File: src/rtl/stage_sequencer.sv
// Stage sequencer: walks the image datapath through load, 3x3 conv, 2x2 pool and display.
// Define SEQ_CYCLE_COUNT_EN to add the 32-bit run_cycles busy-cycle counter output.
module stage_sequencer #(
    parameter int IMG_N       = 6,
    parameter int PE_LAT      = 3,
    parameter int DISP_CYCLES = 4
) (
    input  logic                              clk,
    input  logic                              rst,
    input  logic                              start,
    input  logic                              abort,
    input  logic                              in_valid,
    output logic                              in_ready,
    output logic                              mem_we,
    output logic [$clog2(IMG_N*IMG_N)-1:0]    mem_addr,
    output logic                              rst_mem,
    output logic                              rst_pe,
    output logic                              rst_3b3,
    output logic                              rst_2b2,
    output logic                              rst_disp,
    output logic                              win_start,
    output logic [$clog2(IMG_N)-1:0]          conv_row,
    output logic [$clog2(IMG_N)-1:0]          conv_col,
    output logic                              pool_valid,
    output logic [$clog2(IMG_N)-1:0]          pool_row,
    output logic [$clog2(IMG_N)-1:0]          pool_col,
    output logic                              busy,
    output logic                              done
`ifdef SEQ_CYCLE_COUNT_EN
    ,
    output logic [31:0]                       run_cycles
`endif
);

    localparam int AW = $clog2(IMG_N*IMG_N);
    localparam int CW = $clog2(IMG_N);
    localparam int LW = $clog2(PE_LAT+1);
    localparam int DW = $clog2(DISP_CYCLES+1);

    localparam logic [AW-1:0] ADDR_LAST = AW'(IMG_N*IMG_N-1);
    localparam logic [CW-1:0] CONV_LAST = CW'(IMG_N-3);
    localparam logic [CW-1:0] POOL_LAST = CW'(IMG_N-4);
    localparam logic [LW-1:0] LAT_LAST  = LW'(PE_LAT-1);
    localparam logic [DW-1:0] DISP_LAST = DW'(DISP_CYCLES-1);

    typedef enum logic [2:0] {S_IDLE, S_LOAD, S_CONV, S_POOL, S_DISP, S_FIN} state_t;

    state_t          state_q, state_d;
    logic [AW-1:0]   addr_d;
    logic [LW-1:0]   lat_q, lat_d;
    logic [DW-1:0]   disp_q, disp_d;
    logic [CW-1:0]   crow_d, ccol_d, prow_d, pcol_d;
    logic            win_start_d, pool_valid_d, done_d;

    assign mem_we = in_valid & in_ready;

    always_comb begin
        // NOTE: every signal gets a default first so no path through the case leaves it unassigned (no latch).
        state_d      = state_q;
        addr_d       = mem_addr;
        lat_d        = lat_q;
        disp_d       = disp_q;
        crow_d       = conv_row;
        ccol_d       = conv_col;
        prow_d       = pool_row;
        pcol_d       = pool_col;
        win_start_d  = 1'b0;
        pool_valid_d = 1'b0;
        done_d       = 1'b0;

        unique case (state_q)
            S_IDLE: if (start && !abort) begin
                state_d = S_LOAD;
                addr_d  = '0;
                lat_d   = '0;
                disp_d  = '0;
                crow_d  = '0;
                ccol_d  = '0;
                prow_d  = '0;
                pcol_d  = '0;
            end
            S_LOAD: if (mem_we) begin
                // The last address is held rather than wrapped so it stays in range.
                if (mem_addr == ADDR_LAST) begin
                    state_d     = S_CONV;
                    win_start_d = 1'b1;
                end else begin
                    addr_d = mem_addr + AW'(1);
                end
            end
            S_CONV: begin
                if (lat_q == LAT_LAST) begin
                    lat_d = '0;
                    if (conv_col == CONV_LAST) begin
                        if (conv_row == CONV_LAST) begin
                            state_d      = S_POOL;
                            pool_valid_d = 1'b1;
                        end else begin
                            crow_d      = conv_row + CW'(1);
                            ccol_d      = '0;
                            win_start_d = 1'b1;
                        end
                    end else begin
                        ccol_d      = conv_col + CW'(1);
                        win_start_d = 1'b1;
                    end
                end else begin
                    lat_d = lat_q + LW'(1);
                end
            end
            S_POOL: begin
                if (pool_col == POOL_LAST) begin
                    if (pool_row == POOL_LAST) begin
                        state_d = S_DISP;
                    end else begin
                        prow_d       = pool_row + CW'(2);
                        pcol_d       = '0;
                        pool_valid_d = 1'b1;
                    end
                end else begin
                    pcol_d       = pool_col + CW'(2);
                    pool_valid_d = 1'b1;
                end
            end
            S_DISP: begin
                if (disp_q == DISP_LAST) begin
                    state_d = S_FIN;
                    done_d  = 1'b1;
                end else begin
                    disp_d = disp_q + DW'(1);
                end
            end
            S_FIN:   state_d = S_IDLE;
            default: state_d = S_IDLE;
        endcase

        // Abort wins over every transition above, but only once a run is under way.
        if (abort && state_q != S_IDLE) begin
            state_d      = S_IDLE;
            addr_d       = '0;
            lat_d        = '0;
            disp_d       = '0;
            crow_d       = '0;
            ccol_d       = '0;
            prow_d       = '0;
            pcol_d       = '0;
            win_start_d  = 1'b0;
            pool_valid_d = 1'b0;
            done_d       = 1'b0;
        end
    end

    // NOTE: state and registered outputs use non-blocking assignments so all of them update together at the edge.
    always_ff @(posedge clk or negedge rst) begin
        if (!rst) begin
            state_q    <= S_IDLE;
            mem_addr   <= '0;
            lat_q      <= '0;
            disp_q     <= '0;
            conv_row   <= '0;
            conv_col   <= '0;
            pool_row   <= '0;
            pool_col   <= '0;
            win_start  <= 1'b0;
            pool_valid <= 1'b0;
            done       <= 1'b0;
            in_ready   <= 1'b0;
            busy       <= 1'b0;
            rst_mem    <= 1'b1;
            rst_pe     <= 1'b1;
            rst_3b3    <= 1'b1;
            rst_2b2    <= 1'b1;
            rst_disp   <= 1'b1;
        end else begin
            state_q    <= state_d;
            mem_addr   <= addr_d;
            lat_q      <= lat_d;
            disp_q     <= disp_d;
            conv_row   <= crow_d;
            conv_col   <= ccol_d;
            pool_row   <= prow_d;
            pool_col   <= pcol_d;
            win_start  <= win_start_d;
            pool_valid <= pool_valid_d;
            done       <= done_d;
            // Stage enables are decoded from the next state so they line up with the state register.
            in_ready   <= (state_d == S_LOAD);
            busy       <= (state_d != S_IDLE);
            rst_mem    <= (state_d == S_IDLE);
            rst_pe     <= !(state_d == S_CONV || state_d == S_POOL);
            rst_3b3    <= !(state_d == S_CONV || state_d == S_POOL);
            rst_2b2    <= !(state_d == S_POOL || state_d == S_DISP);
            rst_disp   <= !(state_d == S_DISP || state_d == S_FIN);
        end
    end

`ifdef SEQ_CYCLE_COUNT_EN
    logic [31:0] cyc_d;

    always_comb begin
        cyc_d = run_cycles;
        if (state_q == S_IDLE) begin
            if (start && !abort) cyc_d = '0;
        end else if (abort) begin
            cyc_d = '0;
        end else begin
            cyc_d = run_cycles + 32'd1;
        end
    end

    always_ff @(posedge clk or negedge rst) begin
        if (!rst) run_cycles <= '0;
        else      run_cycles <= cyc_d;
    end
`endif

endmodule
File: config.mk
export PLATFORM = sky130hd
export DESIGN_NAME = stage_sequencer
export DESIGN_NICKNAME = d
export VERILOG_FILES = /design/src/rtl/stage_sequencer.sv
export SDC_FILE = /design/constraint.sdc
export NUM_CORES = 1
export LEC_CHECK = 0
export CAP_MARGIN = 5
export CORE_MARGIN = 4
export CORE_UTILIZATION = 48
export CTS_BUF_LIST = sky130_fd_sc_hd__clkbuf_2
export DETAILED_ROUTE_END_ITERATION = 12
export HOLD_SLACK_MARGIN = 0.08
export PLACE_DENSITY_LB_ADDON = 0.3
export SYNTH_ARGS = -nofsm -noshare
export SYNTH_HDL_FRONTEND = slang
export SYNTH_SLANG_ARGS = --single-unit
File: constraint.sdc
create_clock -name clk -period 1.5 [get_ports clk]
set_input_delay 0.225 -clock clk [delete_from_list [all_inputs] [get_ports clk]]
set_output_delay 0.225 -clock clk [all_outputs]
set_load 0.005 [all_outputs]
==> flow_metrics.py <==
metrics = {
    "synthesis": {
        "synthTopCellsByArea": "dfrtp_1, ha_1, dfstp_2, nand2_1, o21ai_1",
        "yosysUniqueCellTypes": 44,
        "syn_avg_cell_area_um2": 9.24,
        "synth_area_mm2": 0.00178,
        "synthDominantCellAreaShare_pct": 40.7,
        "synth_edf_count": 0,
        "synth_cells": 193,
        "synth_seq_cells": 33,
        "yosys.area.top_type": "dfrtp_1",
        "synthFlopType": "dfrtp_1",
        "ys_async_sr_fraction_pct": 100,
        "ys_seq_area_share_pct": 46.6,
        "yosysWarnings": 0,
    },
    "power": {
        "peakVddDrop_v": 0.000729,
        "switching_power_uw": 871,
        "pwr_density_cell_mw_per_mm2": 914,
        "intPower_uw": 1700,
        "leakagePower_uw": 0.00138,
        "p_clk_share_pct": 16.8,
        "pwr-share-seq_pct": 39.8,
        "swShare_pct": 33.9,
        "combPwrFrac_pct": 43.5,
    },
    "clock_tree": {
        "root_buffer": "clkbuf_2",
        "cts_buffer_depth": 2,
        "h-tree-depth": 2,
        "clk_pin_slew_ns": 0.19,
        "cts_tree": "built",
        "clk_latency_ns": 0.41,
        "cts_made_buffers": 5,
        "clock-sinks": 33,
    },
    "final_layout": {
        "area_growth_pct": 57.7,
        "n_fill_cell": 228,
        "seqCellArea_um2": 831,
        "multi_input_area_mm2": 0.00108,
        "num-nets-final": 295,
        "layout_commonest_cell": "buf_4",
        "drive_gt1_share_pct": 40.4,
        "instances_no_fill": 328,
        "antenna_cells": 0,
        "final_cell_mix": "buf_4, dfrtp_1, nand2_1, dlygate4sd2_1, nor2_1",
    },
    "sta": {
        "fin_crit_sh_pct": 115,
        "fin_tns_setup_ns": -2.47,
        "fmaxAchievable_mhz": 578,
        "min_period_ns": 1.73,
        "fin_ws_ns": -0.231,
        "hold_viol": 0,
        "rsz0062_at_grt": "yes",
        "slew_violations": 0,
        "setup_viol": 20,
        "fin_skew_ns": 0.0373,
    },
    "worst_setup_path": {
        "required_ns": 1.77,
        "worstPathMaxFanout": 4,
        "worstSetupEndpointType": "flip-flop",
        "critPathKind": "flip-flop to flip-flop",
        "startpoint_type": "flip-flop",
        "critPathArrivalTime_ns": 2.01,
    },
    "drt": {
        "wl_per_cell_um": 13.9,
        "vias": 1726,
        "drc": 0,
        "dr.pass1.iters": 5,
        "routed_wl_um": 4560,
        "drtIter0Drc": 77,
        "vias_per_cell": 5.26,
        "ant_nets": 0,
    },
    "placed_design": {
        "routabilityCongestion": 0.867,
        "numPortBuffers": 31,
        "dp_hpwl_um": 3000,
        "placed_cells": 306,
    },
    "floorplan": {
        "coreArea_mm2": 0.00347,
        "num_rows": 21,
        "die_h_um": 69.0,
        "die-width_um": 69.0,
        "dieArea_mm2": 0.00476,
        "initial_core_util_pct": 51.4,
        "ios": 34,
    },
    "global_routing": {
        "grt_max_degree": 34,
        "grt_pass1_wl_um": 7080,
        "grt_pass1_vias": 1652,
        "antenna_found_initial": 0,
        "grt_overflow_total": 0,
        "grtUsageTotal_pct": 20.5,
    },
    "job": {
        "maxCapViolCount": 0,
    },
    "status": {
        "violations": "setup timing",
        "status": "complete, but fails checks",
    },
    "hold_path": {
        "holdCritPathClass": "primary input to async pin",
    },
}
power by group through the flow:
| stage | clock (µW) | combinational, µW | sequential [µW] |
|---|---|---|---|
| CTS | 437 | 975 | 1020 |
| floorplan | 0 | 440 | 1060 |
| global placement | 0 | 903 | 1030 |
| finish | 431 | 1120 | 1020 |
| global route | 481 | 1210 | 1030 |
| detailed placement | 0 | 907 | 1040 |
cell type report:
class | count | area share [%]
Clock buffer | 7 | 1.24
Clock inverter | 1 | 0.133
Inverter | 14 | 1.87
Multi-Input combinational cell | 138 | 38.3
Sequential cell | 33 | 29.5
Tap cell | 46 | 2.05
Timing Repair Buffer | 89 | 26.9
kinds of logic after synthesis:
kind of cell	share of synthesized area [%]
other	0.210
and+or+nand+nor	22.5
AOI/OAI and AO/OA	16.5
buffers and inverters	5.47
adders and majority gates	6.31
muxes	2.38
DFF	46.6
path summary, 6_finish.rpt:
check	startpoint	end	slack, ns	cells past startpoint
max	state_q[1]$_DFF_PN0_	mem_addr[5]$_DFFE_PN0P_	-0.23	6
min reg2reg	lat_q[0]$_DFFE_PN0P_	lat_q[0]$_DFFE_PN0P_	0.50	1
max reg2reg	state_q[1]$_DFF_PN0_	mem_addr[5]$_DFFE_PN0P_	-0.23	6
max in group asynchronous	rst	rst_disp$_DFF_PN1_	1.08	2
min	rst	busy$_DFF_PN0_	0.15	2
min in group clk	lat_q[0]$_DFFE_PN0P_	lat_q[0]$_DFFE_PN0P_	0.50	1
per-layer routing:
metal	vias up	routed length [µm]	GRT usage [%]
li1	851	-	-
met1	824	2030	25.3
met2	44	2240	34.0
met3	7	215	5.67
met4	0	78	7.79
met5	-	0	0
flip-flops by register name, summed over array words and instances, names as in the netlist:
signal,cells
mem_addr,6
conv_col,3
conv_row,3
disp_q,3
state_q,3
lat_q,2
pool_col,2
pool_row,2
busy,1
done,1
in_ready,1
pool_valid,1
rst_2b2,1
rst_3b3,1
rst_disp,1
rst_mem,1
win_start,1
what timing repair did:
action | CTS | global route
pin swaps | 12 | 15
endpoints found under the hold margin | 0 | 0
endpoints found under the setup margin | 46 | 36
resized for setup | 51 | 37
setup buffers | 9 | 6
hold buffers | 0 | 0
cloned | 0 | 0
worst max-delay path, cell delays in order (launching register included):
cell      delay (ns)
dfrtp_1         0.44
or3b_4          0.38
a311oi_2        0.27
o31ai_2         0.11
buf_4           0.17
o21ai_2         0.17
o31ai_4         0.08
cells in the mapped netlist (2+ instances only):
cell,instances
a21oi_1,5
and3b_1,2
and3_1,2
nand2b_1,5
or4_1,2
o22ai_1,2
o21bai_1,2
nor2b_1,5
o21ai_1,12
nand3_1,10
a32o_1,2
dfrtp_1,29
o31ai_1,3
and2_1,2
a21o_1,2
a22o_1,2
o21ai_0,5
nor3_1,7
mux2_1,2
mux2i_1,2
inv_1,13
nor3b_1,2
a31oi_1,2
buf_4,3
ha_1,9
dfstp_2,4
nand2_1,21
nor2_1,15
clkbuf_1,6
metrics by stage:
step                utilization (%)  instance area [µm²]  setup slack (ns)  power [µW]  hold slack (ns)
CTS                            76.9                 2670            -0.189        2430            0.144
floorplan                         -                 1830            -0.234        1500          -0.0706
global placement               71.7                 2490            -0.284        1940            0.477
detailed placement             71.7                 2490            -0.314        1940            0.479
global route                   81.1                 2810            -0.287        2720            0.135
finish                         81.1                 2810            -0.231        2570            0.150
Power figures use the tool's default switching activity.
==> RTL change: new RTL, config.mk and constraints unchanged <==
Encoding of `state_t`: now Gray code (3 bits for 6 states).
--- a/src/rtl/stage_sequencer.sv
+++ b/src/rtl/stage_sequencer.sv
@@ -44,5 +44,5 @@
     localparam logic [DW-1:0] DISP_LAST = DW'(DISP_CYCLES-1);
 
-    typedef enum logic [2:0] {S_IDLE, S_LOAD, S_CONV, S_POOL, S_DISP, S_FIN} state_t;
+    typedef enum logic [2:0] {S_IDLE = 3'b000, S_LOAD = 3'b001, S_CONV = 3'b011, S_POOL = 3'b010, S_DISP = 3'b110, S_FIN = 3'b111} state_t;
 
     state_t          state_q, state_d;
Check against the original RTL: same outputs for any inputs over 10 cycles, from zero or initial values and one cycle with rst low; not proved beyond that.
==> RTL change against the unedited design <==
The run still ends with setup timing left; sequential cell count stayed put; largest power group is now registers; count of clock-buffer cells in the layout shrank 2; synthesized area grew 1.3%; worst setup slack better by 0.085 ns; sequential share of layout area decreased by 2.0 points; critical path type unchanged; critical endpoint is now conv_row[0]$_DFFE_PN0P_; highest routed layer unchanged; cell area up 7.8%; total power shrank 16%; routed wire length increased by 27%.
==> RTL change: results (changes against the unedited design) <==
HPWL Detailed -> 3310 um (was 3000 um)
LEAKAGE -> 1.49 nW (was 1.38 nW)
Crit path largest cell delay -> 0.53 ns (was 0.44 ns)
Post-synthesis sequential area ratio -> 0.460 (was 0.466)
Port Buf Inserts -> 31 (unchanged)
Pre-CTS setup slack -> -0.418 ns (was -0.314 ns)
Yosys warns -> 0 (unchanged)
Ant diodes -> 0 (unchanged)
Fillers -> 199 (was 228)
Largest net degree at the start of global routing -> 34 (unchanged)
Cell variety after synth -> 48 (was 44)
DR WL/cell -> 17.9 um (was 13.9 um)
First-iteration detailed-routing DRC count -> 106 (was 77)
Final GP Congestion -> 0.853 (was 0.867)
Final setup vio count -> 13 (was 20)
Vias in the first global route -> 1800 (was 1652)
Synth cell count leaders -> 29 x dfrtp_1, 16 x nand2_1, 10 x inv_1 (was 29 x dfrtp_1, 21 x nand2_1, 15 x nor2_1)
Status -> finished with violations (unchanged)
Biggest register -> mem_addr (unchanged)
Nets -> 290 (was 295)
Crit-path max FO -> 7 (was 4)
Layout cells sized above 1 -> 0.491 (was 0.404)
Post-synthesis async set-or-reset flop share -> 1.00 (unchanged)
Failing checks -> setup timing (unchanged)
Setup Skew -> 0.0169 ns (was 0.0373 ns)
Leading post-synthesis cells by cell area -> dfrtp_1 40%, ha_1 6.2%, dfstp_2 5.8% (was dfrtp_1 41%, ha_1 6.3%, dfstp_2 5.9%)
Max VDD drop -> 0.000616 V (was 0.000729 V)
Critical path type -> reg -> reg (unchanged)
GRT Overall Usage -> 0.216 (was 0.205)
Critical Path AT -> 1.95 ns (was 2.01 ns)
Clk pin slew, worst setup/hold paths -> 0.21 ns (was 0.19 ns)
CTS buffer count -> 5 (unchanged)
Vias per inst -> 5.60 (was 5.26)
Ys flop type -> dfrtp_1 (unchanged)
First-pass GRT wire length -> 8290 um (was 7080 um)
CP max stage cell -> dfrtp_2 (was dfrtp_1)
Worst Setup Slack, final -> -0.146 ns (was -0.231 ns)
RTL change: routing by layer:
metal  track usage  wire, um  vias up
li1              -         -      827
met1         0.242      2160      910
met5             0         0        -
met2         0.400      3230       74
met4        0.0477        91        0
met3        0.0623       332        9
RTL change: repair_timing:
action	in CTS	in global routing
buffers inserted	15	13
gates resized for setup	51	53
pin swaps	8	13
setup endpoints to repair	51	38
RTL change: kinds of logic (layout without fill, tap and decap cells):
kind of cell               count (synthesis)  count (layout)  synth area share
buffers and inverters                     20             116            0.0512
other                                      1               2           0.00208
and+or+nand+nor                           70              70             0.213
AOI/OAI and AO/OA                         36              36             0.148
adders and majority gates                  9               9            0.0623
muxes                                     11              11            0.0637
DFF                                       33              33             0.460
RTL change: path summary, 6_finish.rpt:
path,from,to,slack (ns),cells past startpoint
min,rst,pool_valid$_DFF_PN0_,0.15,2
min in group clk,disp_q[2]$_DFFE_PN0P_,disp_q[2]$_DFFE_PN0P_,0.54,1
max reg2reg,state_q[2]$_DFF_PN0_,conv_row[0]$_DFFE_PN0P_,-0.15,4
min reg2reg,disp_q[2]$_DFFE_PN0P_,disp_q[2]$_DFFE_PN0P_,0.54,1
max,state_q[2]$_DFF_PN0_,conv_row[0]$_DFFE_PN0P_,-0.15,4
max in group asynchronous,rst,rst_disp$_DFF_PN1_,1.09,2
RTL change: power breakdown:
part           internal [mW]  switching (mW)
sequential             0.930          0.0273
clock                  0.284           0.355
combinational          0.298           0.265
total                   1.51           0.647
RTL change: cell type report:
| class | count | area share |
|---|---|---|
| multi-input combinational | 128 | 0.390 |
| timing repair buffer | 98 | 0.279 |
| sequential | 33 | 0.275 |
| tap | 48 | 0.0198 |
| clock inverter | 3 | 0.0153 |
| inverter | 10 | 0.0124 |
| clock buffer | 5 | 0.00825 |
RTL change: metrics by stage:
stage | instances | TNS, ns | area (sq um)
after floorplan | 181 | -0.146 | 1900
after global placement | 292 | -7.40 | 2540
after detailed placement | 292 | -8.79 | 2540
after CTS | 315 | -0.495 | 2770
after global routing | 325 | -2.62 | 3030
final | 325 | -0.976 | 3030
RTL change: worst max-delay path, delay by kind of cell, from the launching register on:
family          cells  cell delay [ns]
flops               1             0.53
simple gates        2             0.40
mux                 1             0.34
compound gates      1             0.28
